## src/rtl/ccff_loader.sv

```systemverilog
// ccff_loader: serialises bitstream words MSB-first onto the configuration chain head,
// gating prog_clk via shift_en, and optionally counts mismatches on the returning tail.
module ccff_loader #(
    parameter int CHAIN_LEN = 1024,
    parameter int WORD_W    = 8,
    parameter int CNT_W     = $clog2(CHAIN_LEN + 1)
) (
    input  logic              prog_clk,
    input  logic              prog_reset_n,
    input  logic              start,
    input  logic              verify,
    input  logic [WORD_W-1:0] word_data,
    input  logic              word_valid,
    output logic              word_ready,
    output logic              ccff_head,
    output logic              shift_en,
    input  logic              ccff_tail,
    output logic              busy,
    output logic              done,
    output logic [CNT_W-1:0]  mismatch_cnt
);
    localparam int REM_W = $clog2(WORD_W + 1);

    typedef enum logic [1:0] {
        ST_IDLE,
        ST_LOAD,
        ST_FINISH
    } state_t;

    state_t            state_q;
    logic              busy_q;
    logic              done_q;
    logic              verify_q;
    logic [CNT_W-1:0]  cnt_q;
    logic [CNT_W-1:0]  mismatch_q;
    logic [REM_W-1:0]  rem_q;
    logic [WORD_W-1:0] shreg_q;

    logic        loading;
    logic        outstanding;
    logic        last_shift;
    logic        accept;
    logic        mismatch_bit;
    logic [31:0] fetched;

    assign loading      = (state_q == ST_LOAD);
    assign shift_en     = loading && (rem_q != '0);
    assign ccff_head    = shreg_q[WORD_W-1];
    // Bits already shifted plus bits still waiting in the word register.
    assign fetched      = 32'(cnt_q) + 32'(rem_q);
    assign outstanding  = (fetched < 32'(CHAIN_LEN));
    assign word_ready   = loading && outstanding &&
                          ((rem_q == '0) || ((rem_q == REM_W'(1)) && shift_en));
    assign accept       = word_ready && word_valid;
    assign last_shift   = shift_en && (32'(cnt_q) == 32'(CHAIN_LEN - 1));
    assign mismatch_bit = verify_q && (ccff_tail != ccff_head);

    assign busy         = busy_q;
    assign done         = done_q;
    assign mismatch_cnt = mismatch_q;

    always_ff @(posedge prog_clk or negedge prog_reset_n) begin
        if (!prog_reset_n) begin
            state_q    <= ST_IDLE;
            busy_q     <= 1'b0;
            done_q     <= 1'b0;
            verify_q   <= 1'b0;
            cnt_q      <= '0;
            mismatch_q <= '0;
            rem_q      <= '0;
            shreg_q    <= '0;
        end else begin
            case (state_q)
                ST_IDLE: begin
                    done_q <= 1'b0;
                    if (start) begin
                        state_q    <= ST_LOAD;
                        busy_q     <= 1'b1;
                        verify_q   <= verify;
                        cnt_q      <= '0;
                        mismatch_q <= '0;
                        rem_q      <= '0;
                    end
                end
                ST_LOAD: begin
                    if (shift_en) begin
                        cnt_q   <= cnt_q + CNT_W'(1);
                        shreg_q <= {shreg_q[WORD_W-2:0], 1'b0};
                        rem_q   <= rem_q - REM_W'(1);
                        if (mismatch_bit && (mismatch_q != {CNT_W{1'b1}})) begin
                            mismatch_q <= mismatch_q + CNT_W'(1);
                        end
                        // A partial final word leaves unused low bits behind; drop them.
                        if (last_shift) begin
                            rem_q   <= '0;
                            state_q <= ST_FINISH;
                            busy_q  <= 1'b0;
                            done_q  <= 1'b1;
                        end
                    end
                    if (accept) begin
                        shreg_q <= word_data;
                        rem_q   <= REM_W'(WORD_W);
                    end
                end
                ST_FINISH: begin
                    done_q  <= 1'b0;
                    state_q <= ST_IDLE;
                end
                default: begin
                    state_q <= ST_IDLE;
                    busy_q  <= 1'b0;
                    done_q  <= 1'b0;
                end
            endcase
        end
    end
endmodule
```

## config.mk

```make
export PLATFORM = sky130hd
export DESIGN_NAME = ccff_loader
export DESIGN_NICKNAME = d
export VERILOG_FILES = /design/src/rtl/ccff_loader.sv
export SDC_FILE = /design/constraint.sdc
export NUM_CORES = 1
export LEC_CHECK = 0
export ABC_AREA = 1
export CAP_MARGIN = 20
export CORE_ASPECT_RATIO = 1.4
export CORE_MARGIN = 2
export CORE_UTILIZATION = 30
export CTS_BUF_LIST = sky130_fd_sc_hd__clkbuf_8
export CTS_CLUSTER_DIAMETER = 60
export CTS_CLUSTER_SIZE = 16
export DETAILED_ROUTE_END_ITERATION = 12
export PLACE_DENSITY = 0.59
export SYNTH_ARGS = -nofsm -noshare
export SYNTH_HDL_FRONTEND = slang
export SYNTH_SLANG_ARGS = --single-unit
export TNS_END_PERCENT = 100
```

## constraint.sdc

```tcl
create_clock -name prog_clk -period 2 [get_ports prog_clk]
set_input_delay 0.6 -clock prog_clk [delete_from_list [all_inputs] [get_ports prog_clk]]
set_output_delay 0.6 -clock prog_clk [all_outputs]
set_load 0.05 [all_outputs]
```

# Yosys cells after proc, flatten, opt, wreduce, memory -nomap -nowiden
# Cells that the tools add are included.
# classes
add_sub_neg,4
n_lt_le_gt_ge,1
n_bitwise,1
mux,24
eq_ne,11
reduce_logical,22
# op_table
operator,n
11-bit two-way mux,4
11-bit one-hot mux with 2 select lines,2
"11-bit by 1-bit adder with 11-bit output, second input constant",2
4-bit two-way mux,4
8-bit two-way mux,2
11-bit by 4-bit adder with 12-bit output,1
"12-bit by 11-bit < comparator with 1-bit output, second input constant",1
"11-bit by 10-bit equality test with 1-bit output, second input constant",1
"11-bit != test, second input constant",1
3-bit AND reduction,3
1-bit logical AND,8
4-bit one-hot mux with 2 select lines,1
4-bit AND reduction,2
1-bit two-way mux,6
2-bit two-way mux,3
2-bit AND reduction,3
"4-bit by 1-bit equality test with 1-bit output, second input constant",1
4-bit logical NOT,1
"2-bit by 1-bit != test with 1-bit output, second input constant",2
"2-bit != test, second input constant",2
2-bit one-hot mux with 2 select lines,1
2-bit nonzero test,2
4-bit nonzero test,1
"4-bit by 1-bit subtractor with 4-bit output, second input constant",1
other kinds (8),8
# word_totals
register_bits,39
in_bits,14
elab_cells,71
out_inout_bits,16

# Depth between registers and ports, before layout
# Gate-level depths: netlist (run 1).
# depth
word_depth,8
mapped_depth,13
mapped_depth_nobuf,12

# Worst setup path before layout (run 1)
# OpenSTA, ideal clock, no wires.
# synth_timing
path_kind,reg2out
start,reg cnt_q[2]
end,out word_ready
stages_incl_launch_ff,8
required_ps,1400
arrival_time_ps,1721
slack_ps,-321
path_buffers,0
cell_sequence,dfrtp_1 ha_1 nand2_1 nand2_1 nor2_1 nor2_4 nor2_4 and2_1
# synth_between
elab_chain_cells,4
# synth_lines
item,line,rtl
start: declaration,34,logic [CNT_W-1:0] cnt_q;
start signal: assignment,87,cnt_q <= cnt_q + CNT_W'(1);
11-bit by 4-bit adder with 12-bit output,50,assign fetched = 32'(cnt_q) + 32'(rem_q);
12-bit by 11-bit < comparator with 1-bit output,51,assign outstanding = (fetched < 32'(CHAIN_LEN));
1-bit logical AND (2 in a row),52,assign word_ready = loading && outstanding &&
end: declaration,14,"output logic word_ready,"
# Every way passes these cells.

# Worst setup path after layout (run 1)
# layout_timing
start,reg cnt_q[1]
end,out word_ready
# The elaborated chain is that of the path after synthesis.

==> results of run 1 <==
-- per-stage QoR --
| stage | power (mW) | hold slack (ns) | setup WS, ns | std cells | util, % |
|---|---|---|---|---|---|
| 5_1_grt | 1.52 | 0.258 | -0.443 | 477 | 41.2 |
| 6_report | 1.45 | 0.248 | -0.379 | 477 | 41.2 |
| 4_1_cts | 1.47 | 0.254 | -0.391 | 476 | 40.9 |
| 3_5_place_dp | 0.856 | 0.480 | -0.0872 | 465 | 38.1 |
| 2_1_floorplan | 0.809 | 0.304 | -0.0581 | 315 | - |
| 3_3_place_gp | 0.857 | 0.469 | -0.0747 | 465 | 38.1 |
-- power breakdown --
| group | switching [mW] | total, mW | internal, mW |
|---|---|---|---|
| clock | 0.299 | 0.612 | 0.314 |
| sequential | 0 | 0.788 | 0.788 |
| combinational | 0.0241 | 0.0515 | 0.0274 |
-- sequential cells by signal, indices dropped and copies added (netlist names) --
signal,flops
cnt_q,11
mismatch_cnt,11
shreg_q,8
rem_q,4
state_q,2
busy,1
done,1
verify_q,1
-- logic make-up (layout without fill, tap and decap cells) --
logic type               Yosys count  in the layout  share of synthesized area (%)
AND/OR/NAND/NOR                  183            183                           36.0
buffers and inverters             47            109                           8.64
flip-flops                        39             39                           41.1
AO/OA/AOI/OAI                     27             27                           5.95
XOR/XNOR                          11             11                           4.06
adder cells (fa/ha/maj)            8              8                           4.22
-- cell type report --
cell class	count	area [µm²]
clock buffer	7	96.3
fill	807	4530
inverter	40	156
timing repair buffer	61	551
multi-input combinational	229	1260
clock inverter	1	7.51
sequential	39	976
tap	100	125
-- what timing repair did --
| action | in CTS | in global routing |
|---|---|---|
| setup endpoints to repair | 6 | 14 |
| pin swaps | 11 | 6 |
| setup buffers | 3 | 1 |
| gates cloned | 1 | 0 |
| resized for setup | 14 | 7 |
-- routing by layer --
layer	vias up	GRT usage (%)	share of wire (%)
met4	0	7.27	2.5
met2	40	25.8	53
met1	1033	16.3	41
li1	1122	-	-
met3	9	2.73	3.5
met5	-	0	0
-- worst paths after layout --
| kind | slack, ns | depth (start not counted) | startpoint | end |
|---|---|---|---|---|
| worst max-delay path | -0.38 | 9 | cnt_q[1] | word_ready |
| max in group asynchronous | 1.55 | 2 | prog_reset_n | shreg_q[1] |
| worst min-delay path | 0.25 | 2 | prog_reset_n | rem_q[2] |
| worst max register to register | 0.02 | 12 | cnt_q[1] | shreg_q[4] |
| min in group prog_clk | 0.50 | 2 | done | done |
| worst min register to register | 0.50 | 2 | done | done |
-- layout by cell type (no fill, tap or decap), types with 2 or more instances in the layout --
cell,n
nand2_1,95
buf_4,43
dfrtp_1,39
inv_1,36
nor2_1,25
nand3_1,21
nand4_1,15
o21ai_0,12
clkdlybuf4s50_1,12
a21oi_1,11
xor2_1,10
nand2_2,7
nand3_2,7
clkbuf_8,7
nor2_4,5
ha_1,5
nor2_2,3
ha_4,3
inv_2,2
clkinvlp_4,2
buf_12,2
buf_8,2
==> summary.md, run 1 <==
| Metric | Value |
|---|---|
| Status | complete, but fails checks |
| Failing checks | negative setup slack |
| Crit Path Class | reg -> out |
| Max transition margin | 83.0% |
| Pins Over Slew Limit | 0 |
| Die area | 8650 µm² |
| DIE HEIGHT | 109 µm |
| First-pass GRT wire length | 9.74 mm |
| Initial drt markers | 89 |
| Tot GR Track Use | 14.4% |
| Worst Setup End Kind | output pin |
| Initial antenna violation count | 0 |
| Die width | 79.2 µm |
| CORE AREA | 7700 µm² |
| Buf/Inv on CP | 1 |
| Min Tclk post-route | 2.38 ns |
| DRT Pass-1 Iters | 4 |
| Critical Path AT | 1.78 ns |
| Design area | 3180 µm² |
| Final number of hold-violating endpoints | 0 |
| Most common cell in the netlist | nand2_1 |
| Crit path cell chain | ha_1 > nand2_2 > nor2_2 > nor2_2 > nor2_4 > nor2_4 > nand2_4 > and2_4 > buf_12 |
| Least-Margin Pin Slew | 0.254 ns |
| Post-synth EDFFs | 0 |
| Slowest cell on the critical path | dfrtp_1 |
| Top Family by Delay on Critical Path | simple AND/OR/NAND/NOR gates |
| Mapped Cells | 315 |
| Leak | 1.66 nW |
| Routability congestion estimate | 0.907 |
| Final worst-path cycle share | 119% |
| Via density | 4.62 |
| DRT antenna net count | 0 |
| Htree depth | 2 |
| DRC | 0 |
| Area growth from synthesis to layout | 33.7% |
| Largest net degree at the start of global routing | 40 |
| Largest cells by area after synthesis | dfrtp_1 41%, nand2_1 16%, inv_1 6.2% |
| Synth warn | 0 |
| Count of cell types in the netlist | 29 |
| Synth Flop Type | dfrtp_1 |
| Crit-path max FO | 2 |
| Residual overflow from global routing | 0 |
| Avg WL per Cell | 11.8 µm |
| Setup WS post-layout | -0.379 ns |
| Max-cap check violation count | 0 |
| RSZ-0062 raised after global routing | true |
| Max stage delay on crit path | 0.39 ns |
| Yosys reg bits | 39 |
| Avg Synthesized Cell Area | 7.54 µm² |
| CTS root buffer | clkbuf_8 |
| Placed cell area | 2930 µm² |
| Pwr dens | 457 nW/µm² |
| CTS Buffer Depth | 2 |
| Clock Skews | 0.00784 ns |
| Cell Area, Synth | 2370 µm² |
| Startpoint Class | flop |
| Row count | 38 |
| FFs w/ async S/R, synth | 100% |
| Hpwl dp | 4.22 mm |
| Post-synthesis sequential area ratio | 41.1% |
| Cell taking the most area after synthesis | dfrtp_1 |
| Sink Count | 39 |
| Post-synth top cells | 100 x nand2_1, 39 x dfrtp_1, 39 x inv_1, 28 x nor2_1, 21 x nand3_1 |
| Syn_nets | 337 |
| Layout cell share with drive strength beyond 1 | 23.6% |
| Hold Buf Count CTS | 0 |
| TritonCTS Buffers | 5 |
| Vias in the first global route | 2157 |
| CTS tree | yes |
| Nets | 398 |
| Clock Latency Late Sink | 0.31 ns |
| IO Count | 30 |
| Number of antenna diodes | 0 |
| Share of the synthesized area in the top cell type | 41.1% |
| Port-buffer cells | 29 |
| Final wirelength | 5.64 mm |
| Total number of vias | 2204 |
| Hold WC Path Type | in -> async |
| Clock slew at reported path FFs | 0.08 ns |
| Fmax | 420 MHz |
| # setup viols final | 2 |
| Maximum vdd drop | 221 µV |
| Worst EP required | 1.40 ns |
| Initial cell density of the core | 30.8% |
| TNS Setup | -0.434 ns |
Note: power is estimated with default switching activity, not from simulation.
==> run 2, diff against run 1 <==
--- a/config.mk
+++ b/config.mk
@@ -7,7 +7,6 @@
 export LEC_CHECK = 0
 export ABC_AREA = 1
 export CAP_MARGIN = 20
-export CORE_ASPECT_RATIO = 1.4
 export CORE_MARGIN = 2
 export CORE_UTILIZATION = 30
 export CTS_BUF_LIST = sky130_fd_sc_hd__clkbuf_8
==> summary.md, run 2 (synthesis gave the netlist of run 1 again) <==
| Metric | Value |
|---|---|
| Vias in the first global route | 2210 (was 2157) |
| DRC | 0 (unchanged) |
| RR Startpoint | rem_q[3] (was cnt_q[1]) |
| Critical Path AT | 1.77 ns (was 1.78 ns) |
| Fmax | 423 MHz (was 420 MHz) |
| RR Endpoint | rem_q[3] (was shreg_q[4]) |
| Status | complete, but fails checks (unchanged) |
| # setup viols final | 2 (unchanged) |
| Placed cell area | 2920 µm² (was 2930 µm²) |
| Top Family by Delay on Critical Path | simple AND/OR/NAND/NOR gates (unchanged) |
| Least-Margin Pin Slew | 0.500 ns (was 0.254 ns) |
| Crit Path Class | reg -> out (unchanged) |
| CTS Buffer Depth | 2 (unchanged) |
| Buf/Inv on CP | 1 (unchanged) |
| Residual overflow from global routing | 0 (unchanged) |
| Seq pwr share | 51.8% (was 54.3%) |
| IO Count | 30 (unchanged) |
| Clock Latency Late Sink | 0.29 ns (was 0.31 ns) |
| Sink Count | 39 (unchanged) |
| Die area | 8640 µm² (was 8650 µm²) |
| Clock slew at reported path FFs | 0.08 ns (about the same) |
| Number of antenna diodes | 0 (unchanged) |
| Initial antenna violation count | 0 (unchanged) |
| Largest net degree at the start of global routing | 40 (unchanged) |
| Routability congestion estimate | 0.876 (was 0.907) |
| Commonest cells after routing, fill and taps aside | 94 x nand2_1, 44 x buf_4, 38 x dfrtp_1, 36 x inv_1, 25 x nor2_1 (was 95 x nand2_1, 43 x buf_4, 39 x dfrtp_1, 36 x inv_1, 25 x nor2_1) |
| Area growth from synthesis to layout | 35.7% (was 33.7%) |
| FF-to-FF path depth | 13 (was 12) |
| Failing checks | negative setup slack (unchanged) |
| Design area | 3220 µm² (was 3180 µm²) |
| Htree depth | 2 (unchanged) |
| Pwr Total | 1.52 mW (was 1.45 mW) |
| Commonest non-fill, non-tap cell in the layout | nand2_1 (unchanged) |
| Initial cell density of the core | 30.9% (was 30.8%) |
| DIE HEIGHT | 93.0 µm (was 109 µm) |
| Setup WS post-layout | -0.365 ns (was -0.379 ns) |
| Psw | 0.304 mW (was 0.323 mW) |
| Final worst-path cycle share | 118% (was 119%) |
| Final number of hold-violating endpoints | 0 (unchanged) |
| Min Tclk post-route | 2.37 ns (was 2.38 ns) |
| Crit path cell chain | ha_4 > nand2_2 > nor2_2 > nand2_2 > nor2_4 > nor2_4 > nand2_4 > and2_4 > buf_12 (was ha_1 > nand2_2 > nor2_2 > nor2_2 > nor2_4 > nor2_4 > nand2_4 > and2_4 > buf_12) |
| RSZ-0062 raised after global routing | true (unchanged) |
| TritonCTS Buffers | 5 (unchanged) |
| Sw Share | 20.0% (was 22.2%) |
| Leak | 1.67 nW (was 1.66 nW) |
| Hpwl dp | 4.23 mm (was 4.22 mm) |
| Pre-CTS setup slack | -0.0955 ns (was -0.0872 ns) |
| Layout cell share with drive strength beyond 1 | 24.6% (was 23.6%) |
| Hold Buf Count CTS | 0 (unchanged) |
| Hold WC Path Type | in -> async (unchanged) |
| Clock Skews | 0.00793 ns (was 0.00784 ns) |
| FF-to-FF setup slack | 0.03 ns (was 0.02 ns) |
| Max stage delay on crit path | 0.41 ns (was 0.39 ns) |
| Clock power share | 45.0% (was 42.2%) |
| First-pass GRT wire length | 10.0 mm (was 9.74 mm) |
| Internal Power | 1.22 mW (was 1.13 mW) |
| Comb power frac | 3.2% (was 3.5%) |
| Max-cap check violation count | 0 (unchanged) |
| Maximum vdd drop | 248 µV (was 221 µV) |
| Die width | 93.0 µm (was 79.2 µm) |
| Port-buffer cells | 29 (unchanged) |
| Pins Over Slew Limit | 0 (unchanged) |
| Worst EP required | 1.40 ns (about the same) |
| CTS tree | yes (unchanged) |
| DRT Pass-1 Iters | 4 (unchanged) |
| Total number of vias | 2163 (was 2204) |
| CTS root buffer | clkbuf_8 (unchanged) |
| Via density | 4.51 (was 4.62) |
| Slowest cell on the critical path | dfrtp_1 (unchanged) |
| DRT antenna net count | 0 (unchanged) |
| Row count | 32 (was 38) |
| Tot GR Track Use | 14.3% (was 14.4%) |
| Worst Setup End Kind | output pin (unchanged) |
| Nets | 399 (was 398) |
| Max transition margin | 66.6% (was 83.0%) |
| Final wirelength | 5.63 mm (was 5.64 mm) |
| Pwr dens | 472 nW/µm² (was 457 nW/µm²) |
| TNS Setup | -0.423 ns (was -0.434 ns) |
| Startpoint Class | flop (unchanged) |
| CORE AREA | 7690 µm² (was 7700 µm²) |
| Crit-path max FO | 3 (was 2) |
| Avg WL per Cell | 11.7 µm (was 11.8 µm) |
| Initial drt markers | 79 (was 89) |
==> run 2: cell types whose count changed in the layout (fill, tap and decap cells not counted), sizes merged <==
cell | before | now
bufbuf | 1 | 0
buf | 48 | 49
clkinvlp | 2 | 1
clkinv | 0 | 1
bufinv | 0 | 1
==> run 2: through the flow <==
stage,instances,utilization (%),hold WS [ns]
2_1_floorplan,315,-,0.304
3_3_place_gp,466,37.9,0.461
3_5_place_dp,466,37.9,0.476
4_1_cts,477,40.7,0.372
5_1_grt,480,41.9,0.389
6_report,480,41.9,0.346
==> run 2: worst max-delay path by stage <==
stage,depth (start not counted),start,to
floorplan,7,cnt_q[2],word_ready
global placement,9,cnt_q[2],word_ready
detailed placement,9,cnt_q[2],word_ready
CTS,9,rem_q[3],word_ready
global route,9,rem_q[3],word_ready
finish,9,rem_q[3],word_ready
==> run 2: metal layers <==
layer / track usage [%] / share of wire [%] / vias up
li1: - / - / 1130
met1: 18.0 / 47 / 999
met2: 24.7 / 48 / 28
met3: 3.22 / 3.4 / 6
met4: 4.29 / 1.0 / 0
met5: 0 / 0 / -
==> run 2: area by class of cell <==
type | count | area [µm²]
Fill cell | 787 | 4470
Multi-Input combinational cell | 229 | 1290
Sequential cell | 39 | 977
Timing Repair Buffer | 62 | 547
Inverter | 40 | 159
Tap cell | 102 | 128
Clock buffer | 6 | 82.6
Clock inverter | 2 | 35.0
==> run 2: power by group through the flow <==
stage	logic (mW)	clock network (mW)	registers (mW)
after floorplan	0.00567	0	0.804
after global placement	0.0504	0	0.803
after detailed placement	0.0509	0	0.803
after CTS	0.0508	0.713	0.788
after global routing	0.0555	0.748	0.788
final	0.0486	0.684	0.788
==> run 2: timing repair <==
| action | CTS | global route |
|---|---|---|
| gates cloned | 0 | 1 |
| setup buffers | 3 | 3 |
| pin swaps | 6 | 6 |
| gates resized for setup | 17 | 12 |
| setup endpoints to repair | 11 | 14 |
==> run 3, diff against run 2 <==
--- a/config.mk
+++ b/config.mk
@@ -7,13 +7,16 @@
 export LEC_CHECK = 0
 export ABC_AREA = 1
 export CAP_MARGIN = 20
+export CELL_PAD_IN_SITES_DETAIL_PLACEMENT = 0
+export CELL_PAD_IN_SITES_GLOBAL_PLACEMENT = 2
 export CORE_MARGIN = 2
 export CORE_UTILIZATION = 30
 export CTS_BUF_LIST = sky130_fd_sc_hd__clkbuf_8
 export CTS_CLUSTER_DIAMETER = 60
 export CTS_CLUSTER_SIZE = 16
 export DETAILED_ROUTE_END_ITERATION = 12
-export PLACE_DENSITY = 0.59
+export PLACE_DENSITY = 0.87
+export SKIP_LAST_GASP = 1
 export SYNTH_ARGS = -nofsm -noshare
 export SYNTH_HDL_FRONTEND = slang
 export SYNTH_SLANG_ARGS = --single-unit
==> summary.md, run 3 (synthesis gave the netlist of run 1 again) <==
| Metric | Value |
|---|---|
| Setup WS post-layout | -0.356 ns (was -0.365 ns) |
| Max-cap check violation count | 0 (unchanged) |
| Crit Path Class | reg -> out (unchanged) |
| Min Tclk post-route | 2.36 ns (was 2.37 ns) |
| Largest net degree at the start of global routing | 40 (unchanged) |
| Via density | 4.44 (was 4.51) |
| Routability congestion estimate | 0.753 (was 0.876) |
| Total number of vias | 2151 (was 2163) |
| Design area | 3210 µm² (was 3220 µm²) |
| Status | complete, but fails checks (unchanged) |
| # setup viols final | 1 (was 2) |
| DRT antenna net count | 0 (unchanged) |
| Clock Skews | 0.00653 ns (was 0.00793 ns) |
| Hpwl dp | 4.27 mm (was 4.23 mm) |
| Sink Count | 39 (unchanged) |
| First-pass GRT wire length | 9.84 mm (was 10.0 mm) |
| Row count | 32 (unchanged) |
| Tot GR Track Use | 14.3% (about the same) |
| CORE AREA | 7690 µm² (unchanged) |
| Fmax | 425 MHz (was 423 MHz) |
| Die width | 93.0 µm (unchanged) |
| Clock slew at reported path FFs | 0.08 ns (about the same) |
| CTS Buffer Depth | 2 (unchanged) |
| IO Count | 30 (unchanged) |
| Clock Latency Late Sink | 0.29 ns (about the same) |
| Global route hottest layer | met2 (unchanged) |
| Critical Path AT | 1.76 ns (was 1.77 ns) |
| Initial cell density of the core | 30.9% (unchanged) |
| Pins Over Slew Limit | 0 (unchanged) |
| Startpoint Class | flop (unchanged) |
| Met2 Use GR | 24.4% (was 24.7%) |
| Final number of hold-violating endpoints | 0 (unchanged) |
| Failing checks | negative setup slack (unchanged) |
| Placed cell area | 2990 µm² (was 2920 µm²) |
| Htree depth | 2 (unchanged) |
| Final worst-path cycle share | 118% (about the same) |
| Max transition margin | 81.7% (was 66.6%) |
| Nets | 405 (was 399) |
| RSZ-0062 raised after global routing | true (unchanged) |
| Final wirelength | 5.78 mm (was 5.63 mm) |
| Die area | 8640 µm² (unchanged) |
| Worst EP required | 1.40 ns (about the same) |
| Initial antenna violation count | 0 (unchanged) |
| Pwr dens | 416 nW/µm² (was 472 nW/µm²) |
| Buf/Inv on CP | 1 (unchanged) |
| Commonest cells after routing, fill and taps aside | 97 x nand2_1, 48 x buf_4, 39 x dfrtp_1, 36 x inv_1, 25 x nor2_1 (was 94 x nand2_1, 44 x buf_4, 38 x dfrtp_1, 36 x inv_1, 25 x nor2_1) |
| Leak | 1.68 nW (was 1.67 nW) |
| CTS tree | yes (unchanged) |
| Port-buffer cells | 29 (unchanged) |
| Vias in the first global route | 2055 (was 2210) |
| Pwr Total | 1.33 mW (was 1.52 mW) |
| CTS root buffer | clkbuf_8 (unchanged) |
| Worst Setup End Kind | output pin (unchanged) |
| Area growth from synthesis to layout | 35.0% (was 35.7%) |
| Least-Margin Pin Slew | 0.274 ns (was 0.500 ns) |
| Slowest cell on the critical path | dfrtp_1 (unchanged) |
| TritonCTS Buffers | 5 (unchanged) |
| DRT Pass-1 Iters | 4 (unchanged) |
| Initial drt markers | 67 (was 79) |
| DRC | 0 (unchanged) |
| Met3 Track Usage GR | 2.66% (was 3.22%) |
| DIE HEIGHT | 93.0 µm (unchanged) |
| Layout cell share with drive strength beyond 1 | 24.3% (was 24.6%) |
| Hold WC Path Type | in -> async (unchanged) |
| Max stage delay on crit path | 0.43 ns (was 0.41 ns) |
| Final hold slack | 0.275 ns (was 0.346 ns) |
| Top Family by Delay on Critical Path | simple AND/OR/NAND/NOR gates (unchanged) |
| Crit path cell chain | ha_4 > nand2_1 > nor2_2 > nor2_2 > nor2_4 > nor2_4 > nand2_4 > and2_4 > buf_12 (was ha_4 > nand2_2 > nor2_2 > nand2_2 > nor2_4 > nor2_4 > nand2_4 > and2_4 > buf_12) |
| Number of antenna diodes | 0 (unchanged) |
| Residual overflow from global routing | 0 (unchanged) |
| Met1 usage | 18.9% (was 18.0%) |
| # fillers | 821 (was 787) |
| Hold Buf Count CTS | 0 (unchanged) |
| Avg WL per Cell | 11.9 µm (was 11.7 µm) |
| Crit-path max FO | 3 (unchanged) |
| Maximum vdd drop | 212 µV (was 248 µV) |
| Commonest non-fill, non-tap cell in the layout | nand2_1 (unchanged) |
## run 3: cell types whose count changed in the layout (fill, tap and decap cells not counted), moves of 2 or more
cell / before / now
nand2_2: 5 / 3
nand2_1: 94 / 97
buf_4: 44 / 48
buf_6: 1 / 3
inv_2: 2 / 4
## run 3: power breakdown
group	switching [mW]	internal, mW
Clock	0.266	0.228
Sequential	0	0.788
Combinational	0.0253	0.0274
## run 3: metal layers
metal	share of wire (%)	wire, µm
met2	47	2750
met5	0	0
met1	48	2800
met3	3.9	224
met4	0.29	17
## run 3: path summary, 6_finish.rpt
path | from | end | slack, ns | cells after the start
worst max-delay path | rem_q[1] | word_ready | -0.36 | 9
worst min-delay path | prog_reset_n | state_q[1] | 0.27 | 2
worst max register to register | rem_q[1] | rem_q[2] | 0.09 | 12
worst min register to register | busy | busy | 0.51 | 2
max in group asynchronous | prog_reset_n | shreg_q[1] | 1.52 | 2
min in group prog_clk | busy | busy | 0.51 | 2
## run 3: repair_timing
item	CTS	global route
pin swaps	7	5
endpoints found under the setup margin	4	15
gates resized for setup	9	14
buffers inserted	5	1
## run 3: final cells by class
class,instances,area [µm²],share of cell area [%]
Inverter,40,154,4.80
Clock buffer,5,68.8,2.15
Tap cell,102,128,3.98
Sequential cell,39,976,30.4
Multi-Input combinational cell,229,1280,40.0
Clock inverter,1,3.75,0.117
Timing Repair Buffer,68,594,18.5
## run 3: metrics by stage
stage	util (%)	instances	TNS, ns	worst slack, ns
4_1_cts	40.9	483	-0.437	-0.392
3_3_place_gp	38.9	472	-0.0883	-0.0883
2_1_floorplan	-	315	-0.0581	-0.0581
6_report	41.7	484	-0.356	-0.356
5_1_grt	41.7	484	-0.727	-0.456
3_5_place_dp	38.9	472	-0.118	-0.0935
